<file path="config.mk">
export PLATFORM = sky130hd
export DESIGN_NAME = line_rasterizer
export DESIGN_NICKNAME = d
export VERILOG_FILES = /design/src/rtl/gpu_raster_pkg.sv /design/src/rtl/line_raster_step.sv /design/src/rtl/line_rasterizer.sv
export SDC_FILE = /design/constraint.sdc
export NUM_CORES = 1
export LEC_CHECK = 0
export ABC_AREA = 1
export ABC_CLOCK_PERIOD_IN_PS = 13200
export CORE_MARGIN = 5
export CORE_UTILIZATION = 55
export CTS_BUF_LIST = sky130_fd_sc_hd__clkbuf_4 sky130_fd_sc_hd__clkbuf_8 sky130_fd_sc_hd__clkbuf_16
export DETAILED_ROUTE_END_ITERATION = 6
export PLACE_DENSITY = 0.78
export RECOVER_POWER = 50
export SLEW_MARGIN = 20
export SYNTH_ARGS = -nofsm -noshare
export SYNTH_HDL_FRONTEND = slang
export SYNTH_SLANG_ARGS = --single-unit
export TNS_END_PERCENT = 100
</file>
<file path="constraint.sdc">
create_clock -name i_clk -period 13.2 [get_ports i_clk]
set_clock_uncertainty 0.2 [all_clocks]
set_input_delay 1.32 -clock i_clk [delete_from_list [all_inputs] [get_ports i_clk]]
set_output_delay 1.32 -clock i_clk [all_outputs]
set_load 0.01 [all_outputs]
</file>
<file path="src/rtl/gpu_raster_pkg.sv">
// Shared raster definitions: screen geometry, coordinate/address widths,
// line FSM states and the framebuffer address helper.
package gpu_raster_pkg;

   localparam int unsigned SCREEN_WIDTH  = 640;
   localparam int unsigned SCREEN_HEIGHT = 480;
   localparam int unsigned COORD_W       = 12;
   localparam int unsigned ADDR_W        = 19;
   localparam int unsigned ERR_W         = COORD_W + 2;

   typedef enum logic [2:0] {
      IDLE,
      SETUP,
      PLOT,
      WRITE,
      STEP,
      DONE
   } state_e;

   // Row-major address; off-screen coordinates simply wrap into ADDR_W bits.
   function automatic logic [ADDR_W-1:0] pix_addr(input logic signed [COORD_W-1:0] x,
                                                  input logic signed [COORD_W-1:0] y);
      logic [31:0] sum;
      sum = 32'(y) * 32'(SCREEN_WIDTH) + 32'(x);
      return sum[ADDR_W-1:0];
   endfunction

endpackage

</file>
<file path="src/rtl/line_raster_step.sv">
// Combinational Bresenham step: advances (x, y, err) by one pixel along the line.
module line_raster_step
   import gpu_raster_pkg::*;
(
   input  logic signed [COORD_W-1:0] i_x,
   input  logic signed [COORD_W-1:0] i_y,
   input  logic signed [ERR_W-1:0]   i_err,
   input  logic signed [ERR_W-1:0]   i_dx,
   input  logic signed [ERR_W-1:0]   i_dy,
   input  logic                      i_sx_neg,
   input  logic                      i_sy_neg,
   output logic signed [COORD_W-1:0] o_x,
   output logic signed [COORD_W-1:0] o_y,
   output logic signed [ERR_W-1:0]   o_err
);

   logic signed [ERR_W:0]     w_e2;
   logic signed [ERR_W:0]     w_dx_e;
   logic signed [ERR_W:0]     w_dy_e;
   logic                      w_fx;
   logic                      w_fy;
   logic signed [COORD_W-1:0] w_sxv;
   logic signed [COORD_W-1:0] w_syv;
   logic signed [ERR_W-1:0]   w_add_x;
   logic signed [ERR_W-1:0]   w_add_y;

   always_comb begin
      w_e2    = {i_err, 1'b0};
      w_dx_e  = (ERR_W+1)'(i_dx);
      w_dy_e  = (ERR_W+1)'(i_dy);
      w_fx    = (w_e2 >= w_dy_e);
      w_fy    = (w_e2 <= w_dx_e);
      w_sxv   = i_sx_neg ? {COORD_W{1'b1}} : COORD_W'(1);
      w_syv   = i_sy_neg ? {COORD_W{1'b1}} : COORD_W'(1);
      w_add_x = w_fx ? i_dy : {ERR_W{1'b0}};
      w_add_y = w_fy ? i_dx : {ERR_W{1'b0}};
      o_x     = w_fx ? i_x + w_sxv : i_x;
      o_y     = w_fy ? i_y + w_syv : i_y;
      o_err   = i_err + w_add_x + w_add_y;
   end

endmodule

</file>
<file path="src/rtl/line_rasterizer.sv">
// Bresenham line engine driving a 1-bit framebuffer write port, one write per pixel.
// Optional build macro LINE_RASTER_CLIP_EN suppresses writes for off-screen pixels.
module line_rasterizer
   import gpu_raster_pkg::*;
(
   input  logic                      i_clk,
   input  logic                      i_rst_n,
   input  logic                      i_stb,
   input  logic                      i_start,
   input  logic signed [COORD_W-1:0] i_x0,
   input  logic signed [COORD_W-1:0] i_y0,
   input  logic signed [COORD_W-1:0] i_x1,
   input  logic signed [COORD_W-1:0] i_y1,
   input  logic                      i_color,
   output logic                      o_busy,
   output logic                      o_done,
   output logic [ADDR_W-1:0]         o_fb_addr,
   output logic                      o_fb_data,
   output logic                      o_fb_we_n,
   output logic [COORD_W:0]          o_pix_count
);

   state_e                    r_state;
   logic signed [COORD_W-1:0] r_x, r_y, r_x1, r_y1;
   logic signed [ERR_W-1:0]   r_dx, r_dy, r_err;
   logic                      r_sx_neg, r_sy_neg, r_color;
   logic                      r_busy, r_done, r_fb_data, r_fb_we_n;
   logic [ADDR_W-1:0]         r_fb_addr;
   logic [COORD_W:0]          r_pix_count;

   logic signed [ERR_W-1:0]   w_dx_raw, w_dy_raw, w_adx, w_ady;
   logic signed [COORD_W-1:0] w_nx, w_ny;
   logic signed [ERR_W-1:0]   w_nerr;
   logic                      w_plot_we_n;

   assign w_dx_raw = ERR_W'(r_x1) - ERR_W'(r_x);
   assign w_dy_raw = ERR_W'(r_y1) - ERR_W'(r_y);
   assign w_adx    = w_dx_raw[ERR_W-1] ? -w_dx_raw : w_dx_raw;
   assign w_ady    = w_dy_raw[ERR_W-1] ? -w_dy_raw : w_dy_raw;

`ifdef LINE_RASTER_CLIP_EN
   localparam logic signed [COORD_W-1:0] X_LIM = COORD_W'(SCREEN_WIDTH);
   localparam logic signed [COORD_W-1:0] Y_LIM = COORD_W'(SCREEN_HEIGHT);
   assign w_plot_we_n = r_x[COORD_W-1] || (r_x >= X_LIM) || r_y[COORD_W-1] || (r_y >= Y_LIM);
`else
   assign w_plot_we_n = 1'b0;
`endif

   line_raster_step u_step (
      .i_x      (r_x),
      .i_y      (r_y),
      .i_err    (r_err),
      .i_dx     (r_dx),
      .i_dy     (r_dy),
      .i_sx_neg (r_sx_neg),
      .i_sy_neg (r_sy_neg),
      .o_x      (w_nx),
      .o_y      (w_ny),
      .o_err    (w_nerr)
   );

   // Strobe and done default inactive every clock so each lasts one i_clk cycle.
   always_ff @(posedge i_clk or negedge i_rst_n) begin
      if (!i_rst_n) begin
         r_state     <= IDLE;
         r_x         <= '0;
         r_y         <= '0;
         r_x1        <= '0;
         r_y1        <= '0;
         r_dx        <= '0;
         r_dy        <= '0;
         r_err       <= '0;
         r_sx_neg    <= 1'b0;
         r_sy_neg    <= 1'b0;
         r_color     <= 1'b0;
         r_busy      <= 1'b0;
         r_done      <= 1'b0;
         r_fb_addr   <= '0;
         r_fb_data   <= 1'b0;
         r_fb_we_n   <= 1'b1;
         r_pix_count <= '0;
      end else begin
         r_fb_we_n <= 1'b1;
         r_done    <= 1'b0;
         if (i_stb) begin
            case (r_state)
               IDLE: begin
                  if (i_start) begin
                     r_x         <= i_x0;
                     r_y         <= i_y0;
                     r_x1        <= i_x1;
                     r_y1        <= i_y1;
                     r_color     <= i_color;
                     r_busy      <= 1'b1;
                     r_pix_count <= '0;
                     r_state     <= SETUP;
                  end
               end
               SETUP: begin
                  r_dx     <= w_adx;
                  r_dy     <= -w_ady;
                  r_err    <= w_adx - w_ady;
                  r_sx_neg <= w_dx_raw[ERR_W-1];
                  r_sy_neg <= w_dy_raw[ERR_W-1];
                  r_state  <= PLOT;
               end
               PLOT: begin
                  r_fb_addr   <= pix_addr(r_x, r_y);
                  r_fb_data   <= r_color;
                  r_fb_we_n   <= w_plot_we_n;
                  r_pix_count <= r_pix_count + (COORD_W+1)'(1);
                  r_state     <= WRITE;
               end
               WRITE: begin
                  if (r_x == r_x1 && r_y == r_y1) begin
                     r_done  <= 1'b1;
                     r_state <= DONE;
                  end else begin
                     r_state <= STEP;
                  end
               end
               STEP: begin
                  r_x     <= w_nx;
                  r_y     <= w_ny;
                  r_err   <= w_nerr;
                  r_state <= PLOT;
               end
               DONE: begin
                  r_busy  <= 1'b0;
                  r_state <= IDLE;
               end
               default: r_state <= IDLE;
            endcase
         end
      end
   end

   assign o_busy      = r_busy;
   assign o_done      = r_done;
   assign o_fb_addr   = r_fb_addr;
   assign o_fb_data   = r_fb_data;
   assign o_fb_we_n   = r_fb_we_n;
   assign o_pix_count = r_pix_count;

endmodule
</file>
-- Yosys cells after proc, flatten, opt, wreduce, memory -nomap -nowiden
Cells that the tools add are included.
Widths: inputs -> output; s select.
- output and inout bits: 36
- flip-flop bits (word level): 132
- input port bits: 53
- equal/unequal tests: 10
- reduce and logical (&&, ||, !) cells: 16
- $lt $le $gt $ge: 2
- muxes and demuxes: 25
- $mul: 1
- $add $sub $neg: 12
- operator list (cell ; count):
    $mux 12 ; 6
    $mux 14 ; 4
    $pmux 12 s2 ; 2
    $mul 32x3->12 const B ; 1
    $add 14x14->14 ; 2
    $neg 13->14 ; 2
    $pmux 14 s2 ; 1
    $pmux 13 s2 ; 1
    $sub 12x12->13 ; 2
    $add 12x12->12 ; 2
    $eq 12x12->1 ; 2
    $add 19x19->19 ; 1
    $ge 15x14->1 ; 1
    $le 15x14->1 ; 1
    $neg 14->14 ; 1
    $sub 14x14->14 ; 1
    $add 13x1->13 const B ; 1
    $mux 13 ; 1
    $pmux 3 s4 ; 1
    $reduce_and 3->1 ; 3
    $reduce_and 2->1 ; 4
    $reduce_and 4->1 ; 2
    $reduce_bool 2->1 ; 4
    $mux 1 ; 7
    10 further kinds ; 13

-- Longest topological paths before layout
Gate-level depths: netlist of the first run.
- depth after elaboration: 5
- mapped depth: 32
- mapped depth without buffers: 31

-- By module
Synthesis of the first run repeated with hierarchy kept, for this count alone.
- cells, all modules: 1808
- area total of the unflattened synthesis: 12612.1 um^2
- modules (own cells, without submodules) (module ; instances ; area each (um^2) ; cells an instance):
    line_rasterizer ; 1 ; 9550.4 ; 1323
    line_raster_step ; 1 ; 3061.7 ; 485

-- Worst setup path after synthesis of the first run
Ideal clock, no wire load.
- path kind: flip-flop to flip-flop
- from: register r_err[1]
- to: register r_err[12]
- setup time: 0.077 ns
- cell stages (with the launch flop): 27
- arrival: 3.867 ns
- required time: 12.923 ns
- path slack: 9.056 ns
- cell sequence: dfrtp_1 > ha_1 > a21oi_1 > o21ai_0 > a21o_1 > nand2_1 > nand2_1 > or2_2 > nand2_1 > inv_1 > clkbuf_1 > nor2_1 > fa_1 > ha_1 > nand2_1 > nand2_1 > a31oi_1 > inv_1 > a21oi_1 > o21ai_0 > a21oi_1 > o21bai_1 > a21oi_1 > o21ai_0 > nand2_1 > inv_1 > a21oi_1
- word-level cells in the longest chain between the ends: 5
- elaborated cells between the ends (all ways): 7
- those cells by class: add/sub (2); order compare (2); mux (3)
- RTL lines (element ; line ; RTL):
    start, declared ; line_rasterizer.sv:25 ; logic signed [ERR_W-1:0] r_dx, r_dy, r_err;
    start signal, assigned ; line_rasterizer.sv:102 ; r_err <= w_adx - w_ady;
    start signal, assigned ; line_rasterizer.sv:125 ; r_err <= w_nerr;
    $ge 15x14->1 ; line_raster_step.sv:31 ; w_fx = (w_e2 >= w_dy_e);
    $mux 14 ; line_raster_step.sv:35 ; w_add_x = w_fx ? i_dy : {ERR_W{1'b0}};
    $add 14x14->14 ; line_raster_step.sv:39 ; o_err = i_err + w_add_x + w_add_y;
    $add 14x14->14 * ; line_raster_step.sv:39 ;
    $pmux 14 s2 * ; line_rasterizer.sv:86 ; case (r_state)
Every way passes the cells marked *; elsewhere a longest branch is shown, timed or not.
A chain may end at the register's enable or synchronous reset.

==> metrics.yaml, run 1 <==
synth_cells: 1688
cts_tree: "built"
ys_ff_latch: 132
cts-root-buf: "clkbuf_16"
initial_utilization: 0.561
place_ws_ns: 8.33
critPathMaxFanout: 75
track_usage: 0.264
fin_crit_ns: 7.07
grt_pass1_vias: 11000
worst_path_largest_cell_delay_ns: 2.91
path_cells: "clkbuf_1 > clkbuf_1"
gp_congestion: 0.999
violations: "capacitance limit, slew limit"
postSynthAreaPerCell_um2: 7.03
yosysSeqAreaShare: 0.278
worst_pin_slew_ns: 4.24
dpl.hpwl_um: 24000
syn_nets: 1889
antenna_cells: 0
drt-total-wl_um: 31300
h-tree-depth: 4
netlist_top_cells_count: "nand2_1, inv_1, dfrtp_1"
max_cap_violations: 3
final-max-slew-violation-count: 170
synthToLayoutAreaGrowth_pct: 14.5
via_count: 11200
end_kind: "asynchronous set/reset pin"
mappedNetlistArea_um2: 11900
seqCellArea_um2: 3300
dieArea_um2: 24600
cpMostUsedCell: "clkbuf_1"
io_buffers: 88
ant_nets: 0
ys_types: 50
yosys.area.top_type: "dfrtp_1"
hold_viol_final: 0
timing.hold.ws_ns: 0.281
crit_arrival_ns: 6.70
async_reset_ff_frac: 1.00
synthTopCellsByArea: "dfrtp_1, nand2_1, ha_1"
rows: 53
synth_top_area_frac: 0.276
setup_slack_ns: 6.13
hold_class: "flop to flop"
r2r_setup_slack_ns: 8.24
nets: 1967
cts.sinks: 132
drc: 0
crit_buf_inv: 2
status: "finished, violations left"
drt-vias-per-instance: 5.44
tns_ns: 0
postCtsSetupBuffers: 0
slew_headroom: -1.83
clock_latency_ns: 0.43
ys_warn_count: 0
drtIter0Drc: 786
ioPinCount: 89
fmax_mhz: 141
worst_setup_path_start_kind: "input port"
setup_viol: 0
grt_pass1_wl_um: 52600
fill_cells: 1908
final_core_util: 0.642
final_layout_size_suffix_gt1_frac: 0.0506
first_pass_iters: 5
grt-ovfl-total: 0
die-height_um: 157
grt_max_degree: 76
rsz0062_at_grt: "false"
ys.flop_type: "dfrtp_1"
wire_per_inst_um: 15.2
synth_most_common_cell: "nand2_1"
coreArea_um2: 21200
hold_buffers: 0
clk_path_buf_depth: 2
die_w_um: 157
cp_top_family: "buffers and inverters"
finalCritPeriodShare: 0.535
multi_input_area_um2: 7390
clk_pin_slew_worst_paths_ns: 0.06
antenna_found_initial: 0
cts_made_buffers: 17
required_ns: 12.83
crit_slowest_cell: "clkbuf_1"
synth_edf_count: 0
crit_type: "input port to asynchronous set/reset pin"
cts_resized: 0
-- worst register-to-register path: stages, from the launching register on --
cell and delay [ns]:
dfrtp_1 0.43, ha_1 0.31, nand2_1 0.07, nor2_1 0.15, nand2_1 0.07, o211ai_1 0.12
nand2_1 0.11, nand3_1 0.09, nand3_1 0.57, nand2_1 0.24, inv_1 0.08, fa_1 0.47
ha_1 0.25, fa_1 0.38, nand2_1 0.09, a21oi_1 0.07, nor2_1 0.14, inv_1 0.10
a21oi_1 0.13, inv_1 0.06, nand2_1 0.07, nand2_1 0.06, a21oi_1 0.15, xor2_1 0.17
nand2_1 0.06, nand2_1 0.07, inv_1 0.05, a21oi_1 0.13
-- routing by layer --
layer / up-vias / track usage / share of wire
met3: 46 / 0.0412 / 0.065
met1: 5201 / 0.356 / 0.45
met5: - / 0 / 0
met2: 316 / 0.436 / 0.46
met4: 0 / 0.0835 / 0.022
li1: 5604 / - / -
-- stage by stage --
stage          cells  instance area [um^2]
2_1_floorplan   1688                 11900
3_3_place_gp    2022                 13000
3_5_place_dp    2022                 13000
4_1_cts         2054                 13600
5_1_grt         2054                 13600
6_report        2054                 13600
-- cell families (layout without fill, tap and decap cells) --
logic type                 count (synthesis)  in the layout  share of synthesized area
AOI/OAI and AO/OA                        301            301                      0.141
adders and majority gates                148            148                      0.169
buffers and inverters                    309            400                     0.0995
xor gates and xnor gates                  58             58                     0.0479
and+or+nand+nor                          740            740                      0.264
DFF                                      132            132                      0.278
-- cell usage in the layout, fill, tap and decap left out, types with 5 or more instances in the layout --
master and n:
nor2_1 126, fa_1 21, nand4_1 15, clkbuf_16 17, o21bai_1 9, nand2_2 16
xor2_1 39, nand3_1 86, dfrtp_1 131, nand3b_1 5, nor3_1 14, ha_1 127
dlygate4sd3_1 12, xnor2_1 14, nand2_1 450, a21oi_1 109, inv_1 268, inv_6 6
clkdlybuf4s50_1 75, o21ai_0 118, o211ai_1 17, or2_2 6, a31oi_1 18
-- worst paths after layout --
path                          start  depth (start not counted)               to
max                         i_rst_n                          2         r_err[1]
min                         r_y1[8]                          2          r_y1[8]
max reg2reg                r_err[5]                         27        r_err[11]
min reg2reg                 r_y1[8]                          2          r_y1[8]
max in group i_clk            i_stb                         10  o_pix_count[11]
min in group asynchronous   i_rst_n                          1  o_pix_count[11]
-- state kept, by name, indices dropped and copies added, names as in the netlist --
name and cells:
o_pix_count 13, o_busy 1, r_sx_neg 1, r_sy_neg 1, o_fb_data 1, o_fb_addr 19, r_y 12, r_color 1
r_state 3, r_x1 12, r_err 14, o_fb_we_n 1, o_done 1, r_dx 14, r_x 12, r_y1 12
r_dy 14
-- layout make-up --
class                   count  share of cell area
repair buffers             94              0.0669
clock inverters            15              0.0135
clock buffers              17              0.0313
multi-input cells        1247               0.544
well taps                 275              0.0253
inverters                 274              0.0757
flip-flops and latches    132               0.243
Power of run 1 is not shown: default switching activity piles up to over one toggle a cycle in this logic, so the estimate is an artifact.
==> inputs of run 2 (changes only) <==
--- a/config.mk
+++ b/config.mk
@@ -6,12 +6,12 @@
 export NUM_CORES = 1
 export LEC_CHECK = 0
 export ABC_AREA = 1
-export ABC_CLOCK_PERIOD_IN_PS = 13200
+export ABC_CLOCK_PERIOD_IN_PS = 6000
 export CORE_MARGIN = 5
 export CORE_UTILIZATION = 55
 export CTS_BUF_LIST = sky130_fd_sc_hd__clkbuf_4 sky130_fd_sc_hd__clkbuf_8 sky130_fd_sc_hd__clkbuf_16
 export DETAILED_ROUTE_END_ITERATION = 6
-export PLACE_DENSITY = 0.78
+export PLACE_DENSITY = 0.81
 export RECOVER_POWER = 50
 export SLEW_MARGIN = 20
 export SYNTH_ARGS = -nofsm -noshare
==> constraint.sdc (replaced) <==
create_clock -name i_clk -period 6 [get_ports i_clk]
set_clock_uncertainty 0.2 [all_clocks]
set_input_delay 0.6 -clock i_clk [delete_from_list [all_inputs] [get_ports i_clk]]
set_output_delay 0.6 -clock i_clk [all_outputs]
set_load 0.01 [all_outputs]
==> metrics.yaml, run 2 (same netlist as run 1, synthesis figures left out) <==
status: "finished, violations left"
violations: "capacitance limit, slew limit"
initial_utilization: 0.561  # unchanged
fin_crit_ns: 4.87
via_count: 11200  # -0.081%
layout_commonest_cell: "nand2_1"
min_from: "o_fb_addr[7]"
cts.sinks: 132  # unchanged
critPathMaxFanout: 13  # -83%
tns_ns: 0  # unchanged
final_layout_size_suffix_gt1_frac: 0.0517  # +0.00110
r2r_setup_slack_ns: 1.13  # -7.11 ns
holdPathStages: 2  # unchanged
rows: 53  # unchanged
ioPinCount: 89  # unchanged
grt-ovfl-total: 0  # unchanged
cp-startpoint: "r_err[3]"
rr_startpoint: "r_err[3]"
setup_viol: 0  # unchanged
worst_pin_slew_ns: 4.52  # +0.280 ns
clk_pin_slew_worst_paths_ns: 0.07  # about the same
die-height_um: 157  # unchanged
cts_made_buffers: 17  # unchanged
grt_max_degree: 80  # +5.3%
drc: 0  # unchanged
crit_arrival_ns: 5.03  # -1.67 ns
clock_latency_ns: 0.44  # about the same
hold_end: "o_fb_addr[7]"
coreArea_um2: 21200  # unchanged
wire_per_inst_um: 15.0  # -1.8%
h-tree-depth: 4  # unchanged
rr_worst_depth: 27  # unchanged
slew_headroom: -2.01  # -0.187
fmax_mhz: 205
final-max-slew-violation-count: 98  # -42%
layout_common_cells: "nand2_1, inv_1, dfrtp_1, ha_1, nor2_1"
worst_setup_path_start_kind: "flop"
hold_buffers: 0  # unchanged
required_ns: 6.16  # -6.67 ns
hold_viol_final: 0  # unchanged
finalCritPeriodShare: 0.812
cts_resized: 0  # unchanged
rsz0062_at_grt: "false"
fill_cells: 1903  # -0.26%
postCtsSetupBuffers: 0  # unchanged
synthToLayoutAreaGrowth_pct: 14.8
cts_tree: "built"
max_cap_violations: 2  # -1
stdcell_count: 2056  # +0.097%
crit_type: "flop to flop"
ant_nets: 0  # unchanged
cts-root-buf: "clkbuf_16"
place_inst: 2023  # +0.049%
drt-total-wl_um: 30800  # -1.7%
drtIter0Drc: 955  # +22%
die_w_um: 157  # unchanged
end_kind: "flop"
dieArea_um2: 24600  # unchanged
clk_path_buf_depth: 2  # unchanged
drt-vias-per-instance: 5.43  # -0.18%
largest_reg_flops: 19  # unchanged
dpl.hpwl_um: 23800  # -0.85%
track_usage: 0.259  # -0.00433
grt_pass1_vias: 10700  # -2.7%
io_buffers: 88  # unchanged
first_pass_iters: 6  # +1
antenna_found_initial: 1  # +1
rr_endpoint: "r_err[11]"
gp_congestion: 0.932  # -6.7%
hold_class: "flop to flop"
grt_pass1_wl_um: 51700  # -1.7%
nets: 1968  # +0.051%
## run 2: critical path, cell delays in order (launching register included)
cell	delay [ns]
dfrtp_1	0.44
ha_1	0.31
a21oi_1	0.16
o21ai_0	0.13
a21o_1	0.21
nand2_1	0.08
nand2_1	0.06
or2_2	0.27
nand2_1	0.10
inv_1	0.25
nor2_1	0.21
fa_1	0.44
ha_1	0.24
fa_1	0.38
nand2_1	0.09
a21oi_1	0.08
nor2_1	0.13
inv_1	0.10
a21oi_1	0.12
inv_1	0.06
nand2_1	0.07
nand2_1	0.05
a21oi_1	0.15
xor2_1	0.15
nand2_1	0.06
nand2_1	0.07
inv_1	0.04
a21oi_1	0.13
## run 2: worst max path at each step
stage,end
after global routing,r_err[8]
final,r_err[11]
after CTS,r_err[11]
after detailed placement,r_err[11]
after global placement,r_err[11]
after floorplan,r_err[12]
## run 2: metrics by stage
step,worst slack (ns),util,hold WS (ns),instance area [um^2]
after CTS,1.15,0.645,0.0371,13600
after global routing,0.607,0.644,0.293,13600
after detailed placement,1.14,0.615,0.263,13000
after floorplan,1.86,-,0.104,11900
final,1.13,0.644,0.276,13600
after global placement,1.22,0.615,0.258,13000
## run 2: cell type report
cell class                 count  area (um^2)  area share
sequential                   132         3300       0.243
multi-input combinational   1247         7390       0.542
clock buffer                  17          425      0.0312
clock inverter                15          204      0.0150
timing repair buffer          95          923      0.0678
tap                          275          344      0.0253
inverter                     274         1030      0.0755
antenna                        1         2.50    0.000184
## run 2: metal layers
metal,vias to the layer above,wire length [um],GRT usage
met5,-,0,0
met3,48,1900,0.0470
met2,298,14200,0.425
met1,5186,14000,0.358
li1,5626,-,-
met4,0,584,0.0632
Power of run 2 is left out for the same reason.
